===== config.mk =====
export PLATFORM = sky130hd
export DESIGN_NAME = wb_rr_writeback_flat
export DESIGN_NICKNAME = d
export VERILOG_FILES = /design/src/rtl/wb_rr_writeback_pkg.sv /design/src/rtl/wb_rr_writeback_if.sv /design/src/rtl/wb_rr_writeback_arbiter.sv /design/src/rtl/wb_rr_writeback.sv /design/src/flat_wrapper.sv
export SDC_FILE = /design/constraint.sdc
export NUM_CORES = 1
export LEC_CHECK = 0
export CORE_AREA = 3 3 115 117
export CTS_CLUSTER_DIAMETER = 40
export CTS_CLUSTER_SIZE = 24
export DETAILED_ROUTE_END_ITERATION = 10
export DIE_AREA = 0 0 118 120
export DONT_BUFFER_PORTS = 1
export HOLD_SLACK_MARGIN = 0.02
export REMOVE_ABC_BUFFERS = 1
export SYNTH_ARGS = -nofsm -noshare
export SYNTH_HDL_FRONTEND = slang
export SYNTH_SLANG_ARGS = --single-unit
export TNS_END_PERCENT = 1

===== constraint.sdc =====
create_clock -name clk -period 2 [get_ports clk]
set_clock_uncertainty 0.15 [all_clocks]
set_input_delay 0.4 -clock clk [delete_from_list [all_inputs] [get_ports clk]]
set_output_delay 0.4 -clock clk [all_outputs]
set_load 0.05 [all_outputs]

===== src/rtl/wb_rr_writeback_pkg.sv =====
// Shared types for the writeback stage: packet format, CPU config and the
// unit-to-group mapping used by writeback, issue and decode.
package wb_rr_writeback_pkg;

  localparam int unsigned XLEN          = 32;
  localparam int unsigned ID_W          = 4;
  localparam int unsigned MAX_WB_GROUPS = 4;
  localparam int unsigned UNIT_COUNT_W  = 8;

  typedef logic [ID_W-1:0] id_t;

  typedef struct packed {
    logic            valid;
    id_t             id;
    logic [XLEN-1:0] data;
  } wb_packet_t;

  typedef struct packed {
    int unsigned NUM_WB_GROUPS;
  } cpu_config_t;

  localparam cpu_config_t EXAMPLE_CONFIG = '{NUM_WB_GROUPS: 32'd2};

  typedef logic [UNIT_COUNT_W-1:0] unit_count_t;
  typedef unit_count_t [0:MAX_WB_GROUPS-1] unit_count_vec_t;

  // Global index of the first unit of a group: sum of all lower group sizes.
  function automatic int unsigned unit_base(input unit_count_vec_t counts,
                                            input int unsigned group);
    int unsigned base;
    base = 0;
    for (int unsigned g = 0; g < MAX_WB_GROUPS; g++) begin
      if (g < group) base += 32'(counts[g]);
    end
    return base;
  endfunction

  function automatic int unsigned sel_width(input int unsigned n);
    return (n > 32'd1) ? 32'($clog2(n)) : 32'd1;
  endfunction

endpackage


===== src/rtl/wb_rr_writeback_if.sv =====
// Execution-unit side of the writeback handshake: done/id/rd in, ack out.
interface wb_rr_writeback_if
  import wb_rr_writeback_pkg::*;
#(
  parameter int unsigned NUM_WB_UNITS = 5
);

  logic [NUM_WB_UNITS-1:0] done;
  logic [NUM_WB_UNITS-1:0] ack;
  id_t                     id [NUM_WB_UNITS];
  logic [XLEN-1:0]         rd [NUM_WB_UNITS];

  modport master (output done, output id, output rd, input ack);
  modport slave  (input done, input id, input rd, output ack);

endinterface


===== src/rtl/wb_rr_writeback_arbiter.sv =====
// Per-group grant logic: round-robin from a rotating pointer, or fixed
// lowest-index priority when ROUND_ROBIN is 0 (no pointer register built).
module wb_rr_writeback_arbiter
  import wb_rr_writeback_pkg::*;
#(
  parameter int unsigned WIDTH       = 4,
  parameter bit          ROUND_ROBIN = 1'b1,
  localparam int unsigned SEL_W      = sel_width(WIDTH)
) (
  input  logic             clk,
  input  logic             rst,
  input  logic [WIDTH-1:0] req_i,
  output logic             grant_valid_o,
  output logic [SEL_W-1:0] sel_o
);

  logic [SEL_W-1:0] ptr;
  logic             upper_hit;
  logic [SEL_W-1:0] upper_sel;
  logic [SEL_W-1:0] any_sel;

  if (ROUND_ROBIN && (WIDTH > 1)) begin : g_rr
    logic [SEL_W-1:0] ptr_q;
    logic [SEL_W-1:0] ptr_d;

    always_ff @(posedge clk) begin
      if (rst) ptr_q <= '0;
      else     ptr_q <= ptr_d;
    end

    // Granted unit drops to lowest priority; explicit wrap for non-pow2 widths.
    always_comb begin
      ptr_d = ptr_q;
      if (grant_valid_o) begin
        ptr_d = (sel_o == SEL_W'(WIDTH - 1)) ? '0 : sel_o + SEL_W'(1);
      end
    end

    assign ptr = ptr_q;
  end else begin : g_fixed
    logic unused_clk_rst;
    assign unused_clk_rst = clk ^ rst;
    assign ptr = '0;
  end

  // Lowest requester at/above ptr wins; otherwise wrap to lowest requester.
  always_comb begin
    upper_hit = 1'b0;
    upper_sel = '0;
    any_sel   = '0;
    for (int j = int'(WIDTH) - 1; j >= 0; j--) begin
      if (req_i[j]) begin
        any_sel = SEL_W'(j);
        if (SEL_W'(j) >= ptr) begin
          upper_hit = 1'b1;
          upper_sel = SEL_W'(j);
        end
      end
    end
    grant_valid_o = |req_i;
    sel_o         = upper_hit ? upper_sel : any_sel;
  end

endmodule


===== src/rtl/wb_rr_writeback.sv =====
// Writeback arbiter: one grant per group per cycle plus a delayed snoop copy
// of one group. WB_ROUND_ROBIN_EN selects rotating-pointer arbitration.
module wb_rr_writeback
  import wb_rr_writeback_pkg::*;
#(
  parameter cpu_config_t     CONFIG       = EXAMPLE_CONFIG,
  parameter unit_count_vec_t NUM_UNITS    = '{8'd1, 8'd4, 8'd0, 8'd0},
  parameter int unsigned     NUM_WB_UNITS = 5,
  parameter int unsigned     SNOOP_GROUP  = 1,
  parameter int unsigned     SNOOP_DELAY  = 1,
  localparam int unsigned    NUM_WB_GROUPS = CONFIG.NUM_WB_GROUPS
) (
  input  logic                   clk,
  input  logic                   rst,
  wb_rr_writeback_if.slave       unit_wb,
  output wb_packet_t             wb_packet_o [NUM_WB_GROUPS],
  output wb_packet_t             wb_snoop_o
);

`ifdef WB_ROUND_ROBIN_EN
  localparam bit ROUND_ROBIN = 1'b1;
`else
  localparam bit ROUND_ROBIN = 1'b0;
`endif

  logic [NUM_WB_UNITS-1:0] ack_all;

  for (genvar g = 0; g < NUM_WB_GROUPS; g++) begin : g_group
    localparam int unsigned N    = 32'(NUM_UNITS[g]);
    localparam int unsigned BASE = unit_base(NUM_UNITS, g);
    localparam int unsigned SW   = sel_width(N);

    logic [N-1:0]  req;
    logic [N-1:0]  ack_grp;
    logic          grant_valid;
    logic [SW-1:0] sel;
    wb_packet_t    pkt;

    assign req = unit_wb.done[BASE +: N];

    wb_rr_writeback_arbiter #(
      .WIDTH       (N),
      .ROUND_ROBIN (ROUND_ROBIN)
    ) u_arb (
      .clk           (clk),
      .rst           (rst),
      .req_i         (req),
      .grant_valid_o (grant_valid),
      .sel_o         (sel)
    );

    // Route the selected unit's id/data onto the port and ack only that unit.
    always_comb begin
      pkt       = '0;
      ack_grp   = '0;
      pkt.valid = grant_valid;
      for (int j = 0; j < int'(N); j++) begin
        if (SW'(j) == sel) begin
          pkt.id      = unit_wb.id[BASE + 32'(j)];
          pkt.data    = unit_wb.rd[BASE + 32'(j)];
          ack_grp[j]  = grant_valid;
        end
      end
    end

    assign wb_packet_o[g]      = pkt;
    assign ack_all[BASE +: N]  = ack_grp;
  end

  assign unit_wb.ack = ack_all;

  logic            snoop_valid_q [SNOOP_DELAY];
  id_t             snoop_id_q    [SNOOP_DELAY];
  logic [XLEN-1:0] snoop_data_q  [SNOOP_DELAY];

  // Valid stages flush on reset so no stale forward survives it.
  always_ff @(posedge clk) begin
    if (rst) begin
      for (int s = 0; s < int'(SNOOP_DELAY); s++) snoop_valid_q[s] <= 1'b0;
    end else begin
      snoop_valid_q[0] <= wb_packet_o[SNOOP_GROUP].valid;
      for (int s = 1; s < int'(SNOOP_DELAY); s++) snoop_valid_q[s] <= snoop_valid_q[s-1];
    end
  end

  always_ff @(posedge clk) begin
    snoop_id_q[0]   <= wb_packet_o[SNOOP_GROUP].id;
    snoop_data_q[0] <= wb_packet_o[SNOOP_GROUP].data;
    for (int s = 1; s < int'(SNOOP_DELAY); s++) begin
      snoop_id_q[s]   <= snoop_id_q[s-1];
      snoop_data_q[s] <= snoop_data_q[s-1];
    end
  end

  assign wb_snoop_o = '{valid: snoop_valid_q[SNOOP_DELAY-1],
                        id:    snoop_id_q[SNOOP_DELAY-1],
                        data:  snoop_data_q[SNOOP_DELAY-1]};

endmodule


===== src/flat_wrapper.sv =====
// flat-port wrapper written by rule: the top's interface ports become plain ports
module wb_rr_writeback_flat import wb_rr_writeback_pkg::*;
#(
  parameter cpu_config_t     CONFIG       = EXAMPLE_CONFIG,
  parameter unit_count_vec_t NUM_UNITS    = '{8'd1, 8'd4, 8'd0, 8'd0},
  parameter int unsigned     NUM_WB_UNITS = 5,
  parameter int unsigned     SNOOP_GROUP  = 1,
  parameter int unsigned     SNOOP_DELAY  = 1,
  localparam int unsigned    NUM_WB_GROUPS = CONFIG.NUM_WB_GROUPS
)
  (clk, rst, wb_packet_o, wb_snoop_o, unit_wb_done, unit_wb_id, unit_wb_rd, unit_wb_ack);
  wb_rr_writeback_if #(.NUM_WB_UNITS(NUM_WB_UNITS)) unit_wb_i ();
  input  logic clk;
  input  logic rst;
  output wb_packet_t wb_packet_o[NUM_WB_GROUPS];
  output wb_packet_t wb_snoop_o;
  input wire logic [$bits(unit_wb_i.done)-1:0] unit_wb_done;
  input wire logic [$bits(unit_wb_i.id)-1:0] unit_wb_id;
  input wire logic [$bits(unit_wb_i.rd)-1:0] unit_wb_rd;
  output wire logic [$bits(unit_wb_i.ack)-1:0] unit_wb_ack;
  assign unit_wb_i.done = unit_wb_done;
  assign unit_wb_i.id = {>>{unit_wb_id}};
  assign unit_wb_i.rd = {>>{unit_wb_rd}};
  assign unit_wb_ack = unit_wb_i.ack;
  wb_rr_writeback #(.CONFIG(CONFIG), .NUM_UNITS(NUM_UNITS), .NUM_WB_UNITS(NUM_WB_UNITS), .SNOOP_GROUP(SNOOP_GROUP), .SNOOP_DELAY(SNOOP_DELAY)) u_core (.clk(clk), .rst(rst), .unit_wb(unit_wb_i), .wb_packet_o(wb_packet_o), .wb_snoop_o(wb_snoop_o));
endmodule

==> out/qor.csv, run 1 <==
metric;value;unit
report.final.slew_viol_count;0;
status;completed;
path_depth;6;
drive_above_1_share;0.2744;
cp.arrival;1440;ps
critPathKind;in2out;
clock_power_share;0.300;
final_common_cell;a21oi_1;
drc;0;
fin_nets;515;
syn_avg_cell_area;7.657;µm²
fin_crit;1987;ps
netSwitchingPower;1139;µW
hold_violations;0;
vdd_ir_drop_max;0.2451;mV
crit_fanout;42;
crit_chain;nand2b_1, buf_4, a21oi_1, a221oi_2, o21ai_1, buf_4;
utilization;0.2382;
pwr-share-seq;0.422;
cts_buffers;5;
wl;10730;µm
die_area;14160;µm²
gp_congestion;0.7596;
end_kind;output pin;
grt_antenna_before_repair;0;
drt-wirelength-per-cell;21.45;µm
worstMarginPinSlew;570.7;ps
drt_iter0_drc;79;
p_leak;0.001165;µW
synth-seq-cells;37;
ys_warn_count;0;
synthCells;334;
grt_pass1_vias;2455;
ys_seq_area_frac;0.2896;
fin_tns_setup;0;ps
cts_tree;done;
clock-sinks;37;
power_frac_comb;0.278;
die_height;120;µm
hold_ws;117.0;ps
fin_crit_sh;0.9934;
synth.distinct_cells;22;
holdPathStages;2;
grtUsageTotal;0.1397;
num_rows;41;
start_kind;primary input;
final_antenna_net_count;0;
viasPerCell;4.856;
hp-start;unit_wb_rd[31];
num_antenna_cells;0;
p_int;1583;µW
vias;2428;
portBuffers;0;
grt_max_degree;44;
required;1450;ps
io_pins;303;
area_growth_syn_to_layout;16.10;%
initial_utilization;0.2052;
grt_pass1_wl;14840;µm
ctsRootBufferMaster;clkbuf_16;
dieWidth;118;µm
whs_endpoint;u_core.snoop_data_q[0][31];
drt-pass1-iter-count;4;
power.share.switching;0.4185;
fmax;0.5033;GHz
critPathSlowestCell;a221oi_2;
hp-class;in2reg;
cpMostUsedCell;buf_4;
dp_hpwl;8289;µm
power.density;916.8;nW/µm²
clk_path_buf_depth;2;
crit_family;compound AO/OA/AOI/OAI gates;
globalRoute.totalOverflow;0;
synth_area;2557;µm²
core_region_area;12470;µm²
cp_num_buf_inv;2;
crit_path_max_incr_delay;230;ps
power;2722;µW
rsz0062_at_grt;yes;
drv_cap;0;
max-slew-margin-rel;0.6190;
cts.clk_slew.worst_paths;60;ps
cts_max_level;2;
finalSetupViolations;0;
final_cell_mix;a21oi_1 (44), buf_4 (40), nand2_1 (39);
## sequential cells by signal (all words and copies together) (netlist names)
register,count
u_core.snoop_data_q,32
u_core.snoop_id_q,4
u_core.snoop_valid_q,1
## per-stage QoR
step / cells / area [µm²] / setup slack [ps]
after detailed placement: 492 / 2773 / -10.36
after global routing: 500 / 2969 / -52.58
after CTS: 500 / 2937 / -15.17
after floorplan: 267 / 2090 / -2369
final: 500 / 2969 / 13.20
after global placement: 492 / 2773 / -36.52
## cell usage after synthesis, drive strengths merged
master | count | area share
a211o | 4 | 0.014
a211oi | 4 | 0.012
a21oi | 44 | 0.086
a221oi | 25 | 0.14
buf | 60 | 0.17
clkbuf | 7 | 0.010
dfxtp | 37 | 0.29
inv | 13 | 0.019
nand2 | 39 | 0.057
nand2b | 26 | 0.064
nor2 | 39 | 0.058
nor2b | 2 | 0.0078
nor3 | 1 | 0.0020
o21ai | 25 | 0.049
o22ai | 7 | 0.017
or2 | 1 | 0.0024
## power by group through the flow
| stage | sequential [µW] | clock [µW] | combinational (µW) |
|---|---|---|---|
| after detailed placement | 1170 | 0 | 742 |
| after global placement | 1170 | 0 | 730 |
| after CTS | 1150 | 858 | 749 |
| after global routing | 1150 | 886 | 799 |
| final | 1150 | 816 | 758 |
| after floorplan | 1150 | 0 | 517 |
## final cells by class
| class | count | area, µm² |
|---|---|---|
| Fill cell | 1364 | 9497 |
| Multi-Input combinational cell | 217 | 1321 |
| Sequential cell | 37 | 740.7 |
| Timing Repair Buffer | 54 | 500.5 |
| Tap cell | 172 | 215.2 |
| Clock buffer | 7 | 142.6 |
| Inverter | 13 | 48.80 |
## worst max path at each step
| stage | from | end | slack, ps |
|---|---|---|---|
| 3_5_place_dp | unit_wb_done[1] | wb_packet_o[3] | -10 |
| 3_3_place_gp | unit_wb_done[1] | wb_packet_o[3] | -40 |
| 5_1_grt | unit_wb_done[1] | wb_packet_o[1] | -50 |
| 6_report | unit_wb_done[1] | wb_packet_o[10] | 10 |
| 2_1_floorplan | unit_wb_done[1] | wb_packet_o[0] | -2370 |
| 4_1_cts | unit_wb_done[1] | wb_packet_o[22] | -20 |
## cell families after synthesis
family                 Yosys count  synth area share
AO/OA/AOI/OAI                  109            0.3170
AND/OR/NAND/NOR                108            0.1913
buffers and inverters           80            0.2021
flip-flops                      37            0.2896
## metal layers
layer	track usage	wire [µm]	share of wire	up-vias
li1	-	-	-	1094
met1	0.1488	4165	0.39	1095
met2	0.2149	4721	0.44	226
met3	0.1032	1632	0.15	11
met4	0.04176	147	0.014	2
met5	0.02941	59	0.0055	-
## repair_timing
action,in CTS,in global routing
cloned,0,0
setup buffers,0,0
endpoints found under the setup margin,3,18
resized for setup,3,9
hold endpoints to repair,1,0
hold buffers,1,0
pin swaps,0,5
(Power assumes the default switching activity.)
==> inputs of run 2 (changes only) <==
CELL_PAD_IN_SITES_DETAIL_PLACEMENT = 1   (was default)
CELL_PAD_IN_SITES_GLOBAL_PLACEMENT = 1   (was default)
CORE_AREA = 3 3 117 119   (was 3 3 115 117)
DIE_AREA = 0 0 120 122   (was 0 0 118 120)
PLACE_DENSITY_LB_ADDON = 0.1   (was default)
==> run 2 against run 1 <==
  * Worst setup slack better by 28 ps
  * Clock power is essentially flat
  * Die area up 3.4%
  * Worst hold slack worse by 11 ps
  * Utilization fell by 0.57 points
  * Final cell count is the same
  * Critical path type unchanged
==> out/qor.csv, run 2 (synthesis results as in run 1) <==
metric;value;unit;change
final_cell_mix;buf_4 (44), a21oi_1 (42), nand2_1 (38), nor2_1 (38), dfxtp_1 (37);;was a21oi_1 (44), buf_4 (40), nand2_1 (39)
final_antenna_net_count;0;;unchanged
crit_fanout;43;;was 42
report.final.slew_viol_count;0;;unchanged
hold_violations;0;;unchanged
largest_reg_flops;32;;unchanged
cts_max_level;2;;unchanged
dp_hpwl;9170;µm;was 8289 µm
vias;2405;;was 2428
worstMarginPinSlew;663.9;ps;was 570.7 ps
setup_ws;41.61;ps;was 13.20 ps
cts.clk_slew.worst_paths;50;ps;was 60 ps
start_kind;primary input;;unchanged
grt_antenna_before_repair;0;;unchanged
clock-sinks;37;;unchanged
portBuffers;0;;unchanged
crit_family;buffers and inverters;;was compound AO/OA/AOI/OAI gates
final_cells;500;;unchanged
status;completed;;unchanged
final_common_cell;buf_4;;was a21oi_1
drive_above_1_share;0.2835;;was 0.2744
cp.arrival;1410;ps;was 1440 ps
fmax;0.5106;GHz;was 0.5033 GHz
viasPerCell;4.810;;was 4.856
crit_chain;nor2b_4, buf_4, a221oi_2, o21ai_1, buf_4;;was nand2b_1, buf_4, a21oi_1, a221oi_2, o21ai_1, buf_4
drt-pass1-iter-count;4;;unchanged
io_pins;303;;unchanged
die_height;122;µm;was 120 µm
cts_buffers;5;;unchanged
critPathSlowestCell;buf_4;;was a221oi_2
ctsRootBufferMaster;clkbuf_16;;unchanged
max-slew-margin-rel;0.5574;;was 0.6190
power_frac_comb;0.272;;was 0.278
max_flop_register;u_core.snoop_data_q;;unchanged
drv_cap;0;;unchanged
num_antenna_cells;0;;unchanged
critPathKind;in2out;;unchanged
layout_top_registers;u_core.snoop_data_q: 32 flops, u_core.snoop_id_q: 4 flops, u_core.snoop_valid_q: 1 flops;;unchanged
grt_pass1_vias;2684;;was 2455
power.share.switching;0.4183;;was 0.4185
grt_pass1_wl;16660;µm;was 14840 µm
pwr-share-seq;0.424;;was 0.422
fin_crit;1958;ps;was 1987 ps
die_area;14640;µm²;was 14160 µm²
dieWidth;120;µm;was 118 µm
rsz0062_at_grt;yes;;unchanged
route.met2.wl;4835;µm;was 4721 µm
num_rows;41;;unchanged
drt_iter0_drc;60;;was 79
wl_met1;4588;µm;was 4165 µm
cp_num_buf_inv;2;;unchanged
netSwitchingPower;1126;µW;was 1139 µW
grtUsageTotal;0.1534;;was 0.1397
dpl.cell_count;492;;unchanged
path_depth;5;;was 6
drc;0;;unchanged
post-place-ws;-119.1;ps;was -10.36 ps
hp-class;in2reg;;unchanged
p_leak;0.001153;µW;was 0.001165 µW
clk_path_buf_depth;2;;unchanged
post-cts-setup-buffers;0;;unchanged
drt-wirelength-per-cell;23.34;µm;was 21.45 µm
dr_wl_met3;2044;µm;was 1632 µm
clock_power_share;0.304;;was 0.300
wl;11670;µm;was 10730 µm
cpMostUsedCell;buf_4;;unchanged
required;1450;ps;about the same
cts_tree;done;;unchanged
fin_nets;515;;unchanged
top_layer;met5;;unchanged
initial_utilization;0.2018;;was 0.2052
utilization;0.2324;;was 0.2382
grt_max_degree;44;;unchanged
fin_crit_sh;0.9792;;was 0.9934
p_int;1566;µW;was 1583 µW
area_growth_syn_to_layout;15.17;%;was 16.10%
core_region_area;12670;µm²;was 12470 µm²
crit_path_max_incr_delay;290;ps;was 230 ps
globalRoute.totalOverflow;0;;unchanged
vdd_ir_drop_max;0.2782;mV;was 0.2451 mV
holdPathStages;2;;unchanged
power.density;914.0;nW/µm²;was 916.8 nW/µm²
end_kind;output pin;;unchanged
gp_congestion;0.7577;;was 0.7596
finalSetupViolations;0;;unchanged
==> run 2: cell counts in the layout (fill, tap and decap cells not counted) <==
Identical to the previous run, type by type.
==> run 2: what timing repair did <==
item	in CTS	in global routing
hold buffers	1	0
resized for setup	6	10
endpoints found under the setup margin	17	17
hold endpoints to repair	1	0
pin swaps	0	0
==> run 2: power by group through the flow <==
stage	clock network (µW)	logic, µW	registers, µW
4_1_cts	879	728	1150
5_1_grt	883	783	1150
3_3_place_gp	0	717	1160
3_5_place_dp	0	719	1160
2_1_floorplan	0	517	1150
6_report	817	732	1140
==> run 2: worst paths after layout <==
check                       start                    endpoint  slack, ps
setup / recovery  unit_wb_done[2]             wb_packet_o[24]         40
hold / removal     unit_wb_rd[10]  u_core.snoop_data_q[0][10]        110
==> run 2: metrics by stage <==
stage               hold WS [ps]  total power [µW]  instance area (µm²)  TNS (ps)
CTS                        97.35              2753                 2909         0
global route               115.3              2817                 2945    -105.8
floorplan                  319.1              1665                 2090   -136850
detailed placement         325.6              1880                 2735    -669.5
global placement           322.9              1880                 2735    -417.4
finish                     106.2              2692                 2945         0
==> run 2: layout make-up <==
cell class                 instances  area (µm²)
sequential                        37       740.7
timing repair buffer              54       462.9
inverter                          13       51.30
tap                              172       215.2
clock buffer                       7       142.6
multi-input combinational        217        1333
fill                            1541        9726
==> run 2: routing by layer <==
metal  vias up  GRT usage
met5         -    0.04167
met1      1083     0.1722
met3        10     0.1147
met2       221     0.2216
li1       1089          -
met4         2    0.04939
==> inputs of run 3 (changes only) <==
MAX_ROUTING_LAYER = met4   (was default)
==> run 3 against run 2 <==
  * Combinational power about the same
  * Via count is 0.21% higher
  * Maximum frequency is 0.11% lower
  * Total power hardly changed
  * Design area is the same
  * Count of clock-buffer cells in the layout stayed put
  * Worst setup slack got worse by 2.1 ps
  * Die area unchanged
  * Final cell count is the same
  * Critical path depth did not move
==> out/qor.csv, run 3 (synthesis results as in run 1) <==
metric;value;unit;change
status;completed;;unchanged
fin_nets;515;;unchanged
critPathKind;in2out;;unchanged
clock-sinks;37;;unchanged
power_frac_comb;0.272;;about the same
drv_cap;0;;unchanged
grt_pass1_vias;2661;;was 2684
largest_reg_flops;32;;unchanged
vdd_ir_drop_max;0.2786;mV;was 0.2782 mV
dp_hpwl;9170;µm;unchanged
fillers;1541;;unchanged
portBuffers;0;;unchanged
hold_ws;106.4;ps;was 106.2 ps
final_cell_mix;buf_4 (44), a21oi_1 (42), nand2_1 (38), nor2_1 (38), dfxtp_1 (37);;unchanged
cp.arrival;1410;ps;about the same
report.final.slew_viol_count;0;;unchanged
num_rows;41;;unchanged
cts.clk_slew.worst_paths;50;ps;about the same
final_area;2945;µm²;unchanged
worstMarginPinSlew;660.3;ps;was 663.9 ps
post-place-ws;-119.1;ps;unchanged
drt_iter0_drc;68;;was 60
initial_utilization;0.2018;;unchanged
fmax;0.5101;GHz;was 0.5106 GHz
dieWidth;120;µm;unchanged
cts_tree;done;;unchanged
cp-startpoint;unit_wb_done[2];;unchanged
final_antenna_net_count;0;;unchanged
drc;0;;unchanged
drive_above_1_share;0.2835;;unchanged
hold_violations;0;;unchanged
die_area;14640;µm²;unchanged
num_antenna_cells;0;;unchanged
fin_crit_sh;0.9802;;was 0.9792
post-cts-setup-buffers;0;;unchanged
grt_antenna_before_repair;0;;unchanged
clock_power_share;0.304;;about the same
utilization;0.2324;;unchanged
finalSetupViolations;0;;unchanged
core_region_area;12670;µm²;unchanged
grt_pass1_wl;16650;µm;was 16660 µm
p_leak;0.001153;µW;unchanged
hp-class;in2reg;;unchanged
setup_ws;39.50;ps;was 41.61 ps
cts_max_level;2;;unchanged
start_kind;primary input;;unchanged
die_height;122;µm;unchanged
p_int;1566;µW;about the same
end_kind;output pin;;unchanged
grtUsageTotal;0.1583;;was 0.1534
drt-pass1-iter-count;4;;unchanged
cts_buffers;5;;unchanged
cp-endpoint;wb_packet_o[24];;unchanged
area_growth_syn_to_layout;15.17;%;unchanged
place_area;2735;µm²;unchanged
power.density;914.7;nW/µm²;was 914.0 nW/µm²
viasPerCell;4.820;;was 4.810
fin_crit;1960;ps;was 1958 ps
power;2694;µW;was 2692 µW
rsz0062_at_grt;yes;;unchanged
io_pins;303;;unchanged
max-slew-margin-rel;0.5598;;was 0.5574
gp_congestion;0.7676;;was 0.7577
power.share.switching;0.4187;;was 0.4183
pwr-share-seq;0.424;;about the same
final_common_cell;buf_4;;unchanged
required;1450;ps;about the same
wl;11670;µm;about the same
globalRoute.totalOverflow;0;;unchanged
max_flop_register;u_core.snoop_data_q;;unchanged
grt_max_degree;44;;unchanged
layout_top_registers;u_core.snoop_data_q: 32 flops, u_core.snoop_id_q: 4 flops, u_core.snoop_valid_q: 1 flops;;unchanged
crit_fanout;43;;unchanged
drt-wirelength-per-cell;23.34;µm;about the same
netSwitchingPower;1128;µW;was 1126 µW
ctsRootBufferMaster;clkbuf_16;;unchanged
vias;2410;;was 2405
clk_path_buf_depth;2;;unchanged
run 3: cell counts in the layout (fill, tap and decap cells not counted):
No cell type changed its count.
run 3: area by class of cell:
type                    count  area, µm²  share of cell area
inverters                  13      51.30             0.01742
flip-flops and latches     37      740.7              0.2515
well taps                 172      215.2             0.07307
multi-input cells         217       1333              0.4524
repair buffers             54      462.9              0.1572
clock buffers               7      142.6             0.04843
run 3: timing repair:
action / in CTS / in global routing
pin swaps: 0 / 0
endpoints found under the setup margin: 17 / 16
hold endpoints to repair: 1 / 0
cloned: 0 / 0
hold buffers: 1 / 0
resized for setup: 6 / 10
run 3: power by group through the flow:
stage	sequential [µW]	combinational, µW	clock, µW
2_1_floorplan	1150	517	0
3_3_place_gp	1160	717	0
3_5_place_dp	1160	719	0
4_1_cts	1150	728	879
5_1_grt	1150	783	886
6_report	1140	732	820
run 3: stage by stage:
| step | setup TNS, ps | std cells |
|---|---|---|
| after floorplan | -136850 | 267 |
| after global placement | -417.4 | 492 |
| after detailed placement | -669.5 | 492 |
| after CTS | 0 | 500 |
| after global routing | -94.43 | 500 |
| final | 0 | 500 |
run 3: worst max-delay path, cell delays in order:
cell	delay, ps
nor2b_4	200
buf_4	290
a221oi_2	100
o21ai_1	180
buf_4	220
run 3: worst min path at each step:
stage                          from                          to  slack (ps)  depth (start not counted)
floorplan                       rst     u_core.snoop_valid_q[0]         320                          1
global placement                rst     u_core.snoop_valid_q[0]         320                          1
detailed placement              rst     u_core.snoop_valid_q[0]         330                          1
CTS                  unit_wb_rd[11]  u_core.snoop_data_q[0][11]         100                          2
global route        unit_wb_rd[101]   u_core.snoop_data_q[0][5]         120                          2
finish               unit_wb_rd[10]  u_core.snoop_data_q[0][10]         110                          2
run 3: routing by layer:
| layer | up-vias | wire length [µm] | global-route usage |
|---|---|---|---|
| met4 | 0 | 150 | 0.04939 |
| met2 | 222 | 4826 | 0.2206 |
| met1 | 1090 | 4699 | 0.1812 |
| met3 | 8 | 1994 | 0.1086 |
| met5 | - | 0 | - |
| li1 | 1090 | - | - |
